`config.mk`:
```
export PLATFORM = sky130hd
export DESIGN_NAME = seq_shift_right
export DESIGN_NICKNAME = d
export VERILOG_FILES = /design/src/rtl/shift_pkg.sv /design/src/rtl/shift_right_step.sv /design/src/rtl/seq_shift_right.sv
export SDC_FILE = /design/constraint.sdc
export NUM_CORES = 1
export LEC_CHECK = 0
export BUFFER_PORTS_ARGS = -buffer_cell sky130_fd_sc_hd__buf_2
export CORE_UTILIZATION = 45
export DETAILED_ROUTE_END_ITERATION = 10
export GPL_TIMING_DRIVEN = 0
export PLACE_DENSITY = 0.81
export SYNTH_ARGS = -nofsm -noshare
export SYNTH_HDL_FRONTEND = slang
export SYNTH_SLANG_ARGS = --single-unit
```
`constraint.sdc`:
```
create_clock -name clk -period 2.3 [get_ports clk]
set_input_delay 0.23 -clock clk [delete_from_list [all_inputs] [get_ports clk]]
set_output_delay 0.23 -clock clk [all_outputs]
set_load 0.01 [all_outputs]
```
`src/rtl/shift_pkg.sv`:
```
`default_nettype none
// ============================================================================
// Module      : shift_pkg
// Description : Shared types and constants for the execute-stage shifters.
//               Holds the right-shifter FSM state type, the per-cycle step
//               limit and the default datapath widths.
// Revision    : 1.0 - initial release
// ============================================================================
package shift_pkg;

    // Default datapath widths shared with the other execute units
    localparam int unsigned SHR_WIDTH   = 64;
    localparam int unsigned SHR_SHAMT_W = 6;
    localparam int unsigned SHR_TAG_W   = 5;

    // Largest number of bit positions retired in one cycle
    localparam int unsigned SHR_MAX_STEP = 2;

    typedef enum logic [1:0] {
        IDLE = 2'd0,
        BUSY = 2'd1,
        DONE = 2'd2
    } shr_state_t;

endpackage : shift_pkg
`default_nettype wire

```
`src/rtl/shift_right_step.sv`:
```
`default_nettype none
// ============================================================================
// Module      : shift_right_step
// Description : One combinational right-shift step of one or two bit
//               positions, filling vacated MSBs with a supplied fill bit.
// Ports       : data     - value to shift
//               fill     - bit inserted at the MSB end
//               two_bits - 1 = shift by two, 0 = shift by one
//               shifted  - result
// Revision    : 1.0 - initial release
// ============================================================================
module shift_right_step
    import shift_pkg::*;
#(
    parameter int unsigned WIDTH = SHR_WIDTH
) (
    input  logic [WIDTH-1:0] data,
    input  logic             fill,
    input  logic             two_bits,
    output logic [WIDTH-1:0] shifted
);

    assign shifted = two_bits ? {fill, fill, data[WIDTH-1:2]}
                              : {fill, data[WIDTH-1:1]};

endmodule : shift_right_step
`default_nettype wire

```
`src/rtl/seq_shift_right.sv`:
```
`default_nettype none
// ============================================================================
// Module      : seq_shift_right
// Description : Multi-cycle logical/arithmetic right shifter (LSR/ASR).
//               Accepts one tagged operation over a valid/ready handshake,
//               retires up to two bit positions per cycle and returns the
//               result with its tag over a second valid/ready handshake.
//               Flush drops any in-flight or unconsumed result.
// Ports       : clk, reset (sync, active-high), flush
//               in_valid/in_ready, in_arith, in_operand, in_shamt, in_tag
//               out_valid/out_ready, out_result, out_tag
// Revision    : 1.0 - initial release
// ============================================================================
module seq_shift_right
    import shift_pkg::*;
#(
    parameter int unsigned WIDTH   = SHR_WIDTH,
    parameter int unsigned SHAMT_W = SHR_SHAMT_W,
    parameter int unsigned TAG_W   = SHR_TAG_W
) (
    input  logic               clk,
    input  logic               reset,
    input  logic               flush,
    input  logic               in_valid,
    output logic               in_ready,
    input  logic               in_arith,
    input  logic [WIDTH-1:0]   in_operand,
    input  logic [SHAMT_W-1:0] in_shamt,
    input  logic [TAG_W-1:0]   in_tag,
    output logic               out_valid,
    input  logic               out_ready,
    output logic [WIDTH-1:0]   out_result,
    output logic [TAG_W-1:0]   out_tag
);

    localparam logic [SHAMT_W-1:0] c_max_step = SHAMT_W'(SHR_MAX_STEP);

    shr_state_t          r_state;
    shr_state_t          w_state_next;
    logic [WIDTH-1:0]    r_data;
    logic [TAG_W-1:0]    r_tag;
    logic [SHAMT_W-1:0]  r_rem;
    logic                r_fill;

    logic                w_accept;
    logic                w_two;
    logic [SHAMT_W-1:0]  w_step;
    logic [SHAMT_W-1:0]  w_rem_next;
    logic [WIDTH-1:0]    w_shifted;

    assign in_ready   = (r_state == IDLE) && !reset;
    assign out_valid  = (r_state == DONE);
    assign out_result = r_data;
    assign out_tag    = r_tag;

    assign w_accept   = in_valid && in_ready && !flush;

    // Step never exceeds the remaining count, so no over-shift is possible
    assign w_two      = (r_rem >= c_max_step);
    assign w_step     = w_two ? c_max_step : SHAMT_W'(1);
    assign w_rem_next = r_rem - w_step;

    shift_right_step #(
        .WIDTH    (WIDTH)
    ) u_step (
        .data     (r_data),
        .fill     (r_fill),
        .two_bits (w_two),
        .shifted  (w_shifted)
    );

    // ------------------------------------------------------------------
    // State register
    // ------------------------------------------------------------------
    always_ff @(posedge clk) begin
        if (reset) begin
            r_state <= IDLE;
        end else begin
            r_state <= w_state_next;
        end
    end

    // ------------------------------------------------------------------
    // Next-state logic; flush overrides the handshake in every state
    // ------------------------------------------------------------------
    always_comb begin
        w_state_next = r_state;
        case (r_state)
            IDLE: begin
                if (w_accept) begin
                    w_state_next = (in_shamt == '0) ? DONE : BUSY;
                end
            end
            BUSY: begin
                if (w_rem_next == '0) begin
                    w_state_next = DONE;
                end
            end
            DONE: begin
                if (out_ready) begin
                    w_state_next = IDLE;
                end
            end
            default: w_state_next = IDLE;
        endcase
        if (flush) begin
            w_state_next = IDLE;
        end
    end

    // ------------------------------------------------------------------
    // Datapath registers. The fill bit is captured once at accept so the
    // sign never comes from partially shifted data.
    // ------------------------------------------------------------------
    always_ff @(posedge clk) begin
        if (reset) begin
            r_data <= '0;
            r_tag  <= '0;
            r_rem  <= '0;
            r_fill <= 1'b0;
        end else if (w_accept) begin
            r_data <= in_operand;
            r_tag  <= in_tag;
            r_rem  <= in_shamt;
            r_fill <= in_arith & in_operand[WIDTH-1];
        end else if ((r_state == BUSY) && !flush) begin
            r_data <= w_shifted;
            r_rem  <= w_rem_next;
        end
    end

endmodule : seq_shift_right
`default_nettype wire

```
== After elaboration in Yosys (flattened, before gate mapping) ==
Cells that the tools add are included.
Word-level totals
  logic and storage cells: 36
  output and inout port bits: 71
  register bits after elaboration: 78
  input bits: 81
Cells by class
  reductions and logical operators: 12
  bitwise gates (word level): 1
  multiplexer cells: 11
  equality and inequality tests: 5
  add/subtract/negate cells: 1
  magnitude comparators: 1
Operators by type and width (count)
  two-way mux 64 bit: 2
  two-way mux 63 bit: 1
  logical NOT 6 bit: 2
  two-way mux 6 bit: 2
  two-way mux 2 bit: 5
  greater-or-equal comparator 6 x 2 -> 1 bit (second input constant): 1
  one-hot mux 2 bit (3 select lines): 1
  subtractor 6 x 2 -> 6 bit: 1
  logical AND 1 bit: 4
  inequality test 2 bit (second input constant): 2
  AND reduction 3 bit: 1
  equality test 2 x 1 -> 1 bit (second input constant): 1
  equality test 2 bit (second input constant): 1
  logical NOT 1 bit: 2
  logical NOT 2 bit: 1
  inequality test 2 x 1 -> 1 bit (second input constant): 1
  nonzero test 2 bit: 1
  OR reduction 2 bit: 1
  AND 1 bit: 1

== Longest topological paths before layout ==
  depth in word-level cells: 6
  depth in mapped cells: 12
  depth with buffers taken out: 8

== Modules after synthesis ==
From an unflattened synthesis, not the netlist that was laid out.
Unflattened totals
  cell total of the unflattened synthesis: 441
  area total of the unflattened synthesis: 4576.9 µm²
Modules (own cells, without submodules)
  seq_shift_right: instances 1, cells each 370, sequential area each 1561.5 µm², area each 3503.4 µm²
  shift_right_step: instances 1, cells each 71, sequential area each 0.0 µm², area each 1073.5 µm²

== Worst setup path after synthesis ==
No wires, ideal clock.
  path type: register to register
  start: reg r_rem[2]
  end: reg r_rem[4]
  data required time: 2166 ps
  stages on the path, launching flop included: 13
  buffers on the path: 4
  arrival: 2205 ps
  period minus slack after synthesis: 2339 ps
  setup slack: -39 ps
  setup time: 134 ps
  path through: dfxtp_1 -> buf_2 -> nor3_4 -> buf_4 -> nand2_4 -> buf_4 -> inv_1 -> ha_1 -> nor2b_1 -> clkbuf_1 -> o41a_1 -> o21ai_0 -> a31oi_1
Between the ends
  longest elaborated chain between the ends: 5
RTL lines
  start: declaration: line seq_shift_right.sv:42  | logic [SHAMT_W-1:0] r_rem;
  start signal: assignment: line seq_shift_right.sv:124  | r_rem <= in_shamt;
  start signal: assignment: line seq_shift_right.sv:128  | r_rem <= w_rem_next;
  greater-or-equal comparator 6 x 2 -> 1 bit: line seq_shift_right.sv:59  | assign w_two = (r_rem >= c_max_step);
  two-way mux 2 bit: line seq_shift_right.sv:60  | assign w_step = w_two ? c_max_step : SHAMT_W'(1);
  subtractor 6 x 2 -> 6 bit (*): line seq_shift_right.sv:61  | assign w_rem_next = r_rem - w_step;
  two-way mux 6 bit (*): line seq_shift_right.sv:126  | end else if ((r_state == BUSY) && !flush) begin
  two-way mux 6 bit (*): line seq_shift_right.sv:121  | end else if (w_accept) begin
Mark *: on every way between the ends. The rest lies on a longest branch, timed or not. The select of a mux whose other input is x is not followed.
A chain may end at the register's enable or synchronous reset.

== Final worst setup path ==
  start: reg r_rem[3]
  end: reg r_state[1]
Between the ends
  longest elaborated chain between the ends: 6
RTL lines
  greater-or-equal comparator 6 x 2 -> 1 bit: line seq_shift_right.sv:59
  two-way mux 2 bit: line seq_shift_right.sv:60
  subtractor 6 x 2 -> 6 bit (*): line seq_shift_right.sv:61
  logical NOT 6 bit (*): line seq_shift_right.sv:95  | if (w_rem_next == '0) begin
  inequality test 2 bit (no source line) (*)
  AND reduction 3 bit (no source line) (*)
  end signal: assignment: line seq_shift_right.sv:79  | r_state <= w_state_next;
  end: declaration: line seq_shift_right.sv:38  | shr_state_t r_state;
Mark *: on every way between the ends. The rest lies on a longest branch, timed or not.

==> summary.md <==
| Metric | Value |
|---|---|
| Clock Latency Late Sink | 0.35 ns |
| Async set-or-reset flop fraction in the synthesized netlist | 0 |
| Util after Layout | 0.605 |
| Drt drc | 8 |
| Synth top area cells | dfxtp_1 (38%), o2bb2ai_1 (12%), a211oi_1 (11%) |
| Layout cell share with drive strength beyond 1 | 0.333 |
| Main synth FF type | dfxtp_1 |
| Crit path kind | register to register |
| GPL Wtd Cong | 0.842 |
| Tot Pwr | 3470 uW |
| Initial DRC Count | 358 |
| Setup crit start kind | register |
| CORE AREA | 8810 um^2 |
| First-pass GRT wire length | 20.3 mm |
| CTS H-Tree Depth | 3 |
| Worst-margin pin slew | 0.592 ns |
| Area after DPL | 5030 um^2 |
| Layout Skew | 0.0128 ns |
| Gate Count Post-Synth | 470 |
| Cell Rows | 34 |
| Slack of the critical path | 0.102 ns |
| 1st-pass router iterations | 9 |
| Root Driver | clkbuf_8 |
| Hold-fix buffers, CTS | 0 |
| Vias | 4541 |
| I/O pins | 152 |
| Post-Layout Inst Area | 5330 um^2 |
| Clock tree sinks | 78 |
| Total wire length | 12.7 mm |
| Yosys reg bits | 78 |
| Routed length per placed instance | 17.0 um |
| Mapped Area | 4140 um^2 |
| Vias per Instance | 6.07 |
| Worst hold slack | 0.111 ns |
| Leak pwr | 0.00238 uW |
| Initial Util | 0.470 |
| Leading area contributor after synthesis | dfxtp_1 |
| Clock transition at path regs | 0.08 ns |
| ANT cells | 0 |
| Worst Path Arrival | 2.44 ns |
| Largest net degree at the start of global routing | 20 |
| Pwr dens | 651 nW/um^2 |
| Max-Cap Viols | 0 |
| Status | complete, but fails checks |
| Clock tree from TritonCTS | yes |
| Layout Nets | 719 |
| Worst slack, placed | -0.368 ns |
| Final setup vio count | 0 |
| Max Clock Freq | 0.455 GHz |
| Post-synthesis sequential area ratio | 0.377 |
| Tmin final | 2.20 ns |
| Post-DP HPWL | 9.14 mm |
| Post-synth EDFFs | 0 |
| PortBufs | 150 |
| Rel. slew slack | 0.605 |
| Gr usage total | 0.258 |
| Top cell type's share of synthesized area | 0.377 |
| Violated checks | DRC |
| Die width | 97.9 um |
| Final Hold Fails | 0 |
| Final slew viol count | 0 |
| Clock Path Buffers | 2 |
| Net Count, Synth | 554 |
| Antenna Nets Post-Route | 0 |
| Antenna violations before repair | 0 |
| Vias in the first global route | 4224 |
| RSZ-0062 raised after global routing | no |
| R2R Setup Slk | 0.10 ns |
| Min-delay worst type | input pin to register |
| Crit share post-route | 0.956 |
| GRT overflow | 0 |
| Largest fanout on the critical path | 9 |
| Worst setup EP type | register |
| Distinct cells, synth | 45 |
| Synth Area per Inst | 8.80 um^2 |
| Die Y | 97.9 um |
| Die footprint | 9580 um^2 |
| CTS Buf Count | 9 |
| Yosys warning total | 0 |
| CP required | 2.54 ns |
| Area grow syn2layout | 28.8% |
| Max VDD drop | 326 uV |
logic make-up (layout without fill, tap and decap cells):
kind of cell    count (synthesis)  after routing  synth area share
compound gates                216            216             0.369
xor+xnor                        1              1           0.00212
fa+ha+maj                       3              3           0.00907
buf+inv                        62            232            0.0747
flops                          78             78             0.377
mux                             7              7            0.0169
simple gates                  103            103             0.151
registers in the layout, indices dropped and copies added, names as in the netlist:
| signal | cells |
|---|---|
| r_fill | 1 |
| r_state | 2 |
| r_rem | 6 |
| out_tag | 5 |
| out_result | 64 |
per-layer routing:
| layer | wire (um) | up-vias | part of all wire | GRT usage |
|---|---|---|---|---|
| met4 | 340 | 0 | 0.027 | 0.112 |
| met5 | 0 | - | 0 | 0 |
| li1 | - | 2150 | - | - |
| met2 | 6050 | 202 | 0.47 | 0.430 |
| met3 | 819 | 29 | 0.064 | 0.0329 |
| met1 | 5540 | 2160 | 0.43 | 0.334 |
cell usage in the layout (no fill, tap or decap), types with 3 or more instances in the layout:
| cell type | instances |
|---|---|
| o2bb2ai_1 | 57 |
| nor2_1 | 4 |
| buf_6 | 5 |
| inv_1 | 6 |
| nor4_1 | 4 |
| nor2b_1 | 7 |
| a21oi_1 | 10 |
| buf_2 | 169 |
| and3_1 | 57 |
| a22oi_1 | 7 |
| clkbuf_1 | 26 |
| clkbuf_8 | 9 |
| a211oi_1 | 58 |
| o21ai_0 | 61 |
| bufinv_16 | 3 |
| ha_1 | 3 |
| o22ai_1 | 6 |
| dfxtp_1 | 77 |
| buf_4 | 10 |
| nand2_1 | 17 |
| mux2i_1 | 7 |
synth_stat cells, types with 2 or more instances:
cell and instances:
a222oi_1 2, a211oi_1 58, buf_4 5, nand3_1 2, buf_2 21, a21oi_1 11
o22ai_1 6, clkbuf_1 24, a22oi_1 7, buf_6 4, nor2_1 6, mux2i_1 7
ha_1 3, o2bb2ai_1 57, o21ai_0 62, nor4_1 4, o21a_1 2, and3_1 57
nand2_1 17, nor2b_1 7, inv_1 7, dfxtp_1 78
power breakdown:
group | total [uW] | switching (uW) | internal [uW]
Combinational | 798 | 483 | 315
Sequential | 1450 | 47.9 | 1400
Clock | 1220 | 502 | 722
what timing repair did:
action | CTS | global route
cloned | 0 | 0
setup endpoints to repair | 7 | 4
setup buffers | 2 | 3
resized for setup | 8 | 6
pin swaps | 1 | 2
cell type report:
type / count / area, um^2
Tap cell: 108 / 135
Clock inverter: 4 / 95.1
Fill cell: 801 / 3480
Clock buffer: 12 / 135
Buffer: 54 / 288
Sequential cell: 78 / 1560
Inverter: 7 / 28.8
Multi-Input combinational cell: 330 / 2300
Timing Repair Buffer: 155 / 788
per-stage QoR:
| stage | TNS, ns | cells |
|---|---|---|
| 2_1_floorplan | 0 | 470 |
| 3_3_place_gp | -1.36 | 728 |
| 3_5_place_dp | -1.73 | 728 |
| 4_1_cts | 0 | 745 |
| 5_1_grt | 0 | 748 |
| 6_report | 0 | 748 |
worst max-delay path, stage by stage, from the launching register on:
cell,delay (ns)
dfxtp_1,0.31
clkbuf_4,0.19
nor3_4,0.06
buf_6,0.14
nand2_8,0.08
inv_4,0.04
ha_1,0.30
nor2b_1,0.12
buf_2,0.20
mux2i_1,0.25
o32ai_2,0.13
a31o_2,0.26
final timing paths:
| kind | from | endpoint | cells past startpoint |
|---|---|---|---|
| max | r_rem[3]$_SDFFE_PP0P_ | r_state[1]$_SDFFE_PP0P_ | 11 |
| min | in_tag[2] | out_tag[2]$_SDFFE_PP0P_ | 3 |
| max reg2reg | r_rem[3]$_SDFFE_PP0P_ | r_state[1]$_SDFFE_PP0P_ | 11 |
| min reg2reg | out_tag[0]$_SDFFE_PP0P_ | out_tag[0]$_SDFFE_PP0P_ | 2 |
(Power assumes the default switching activity.)
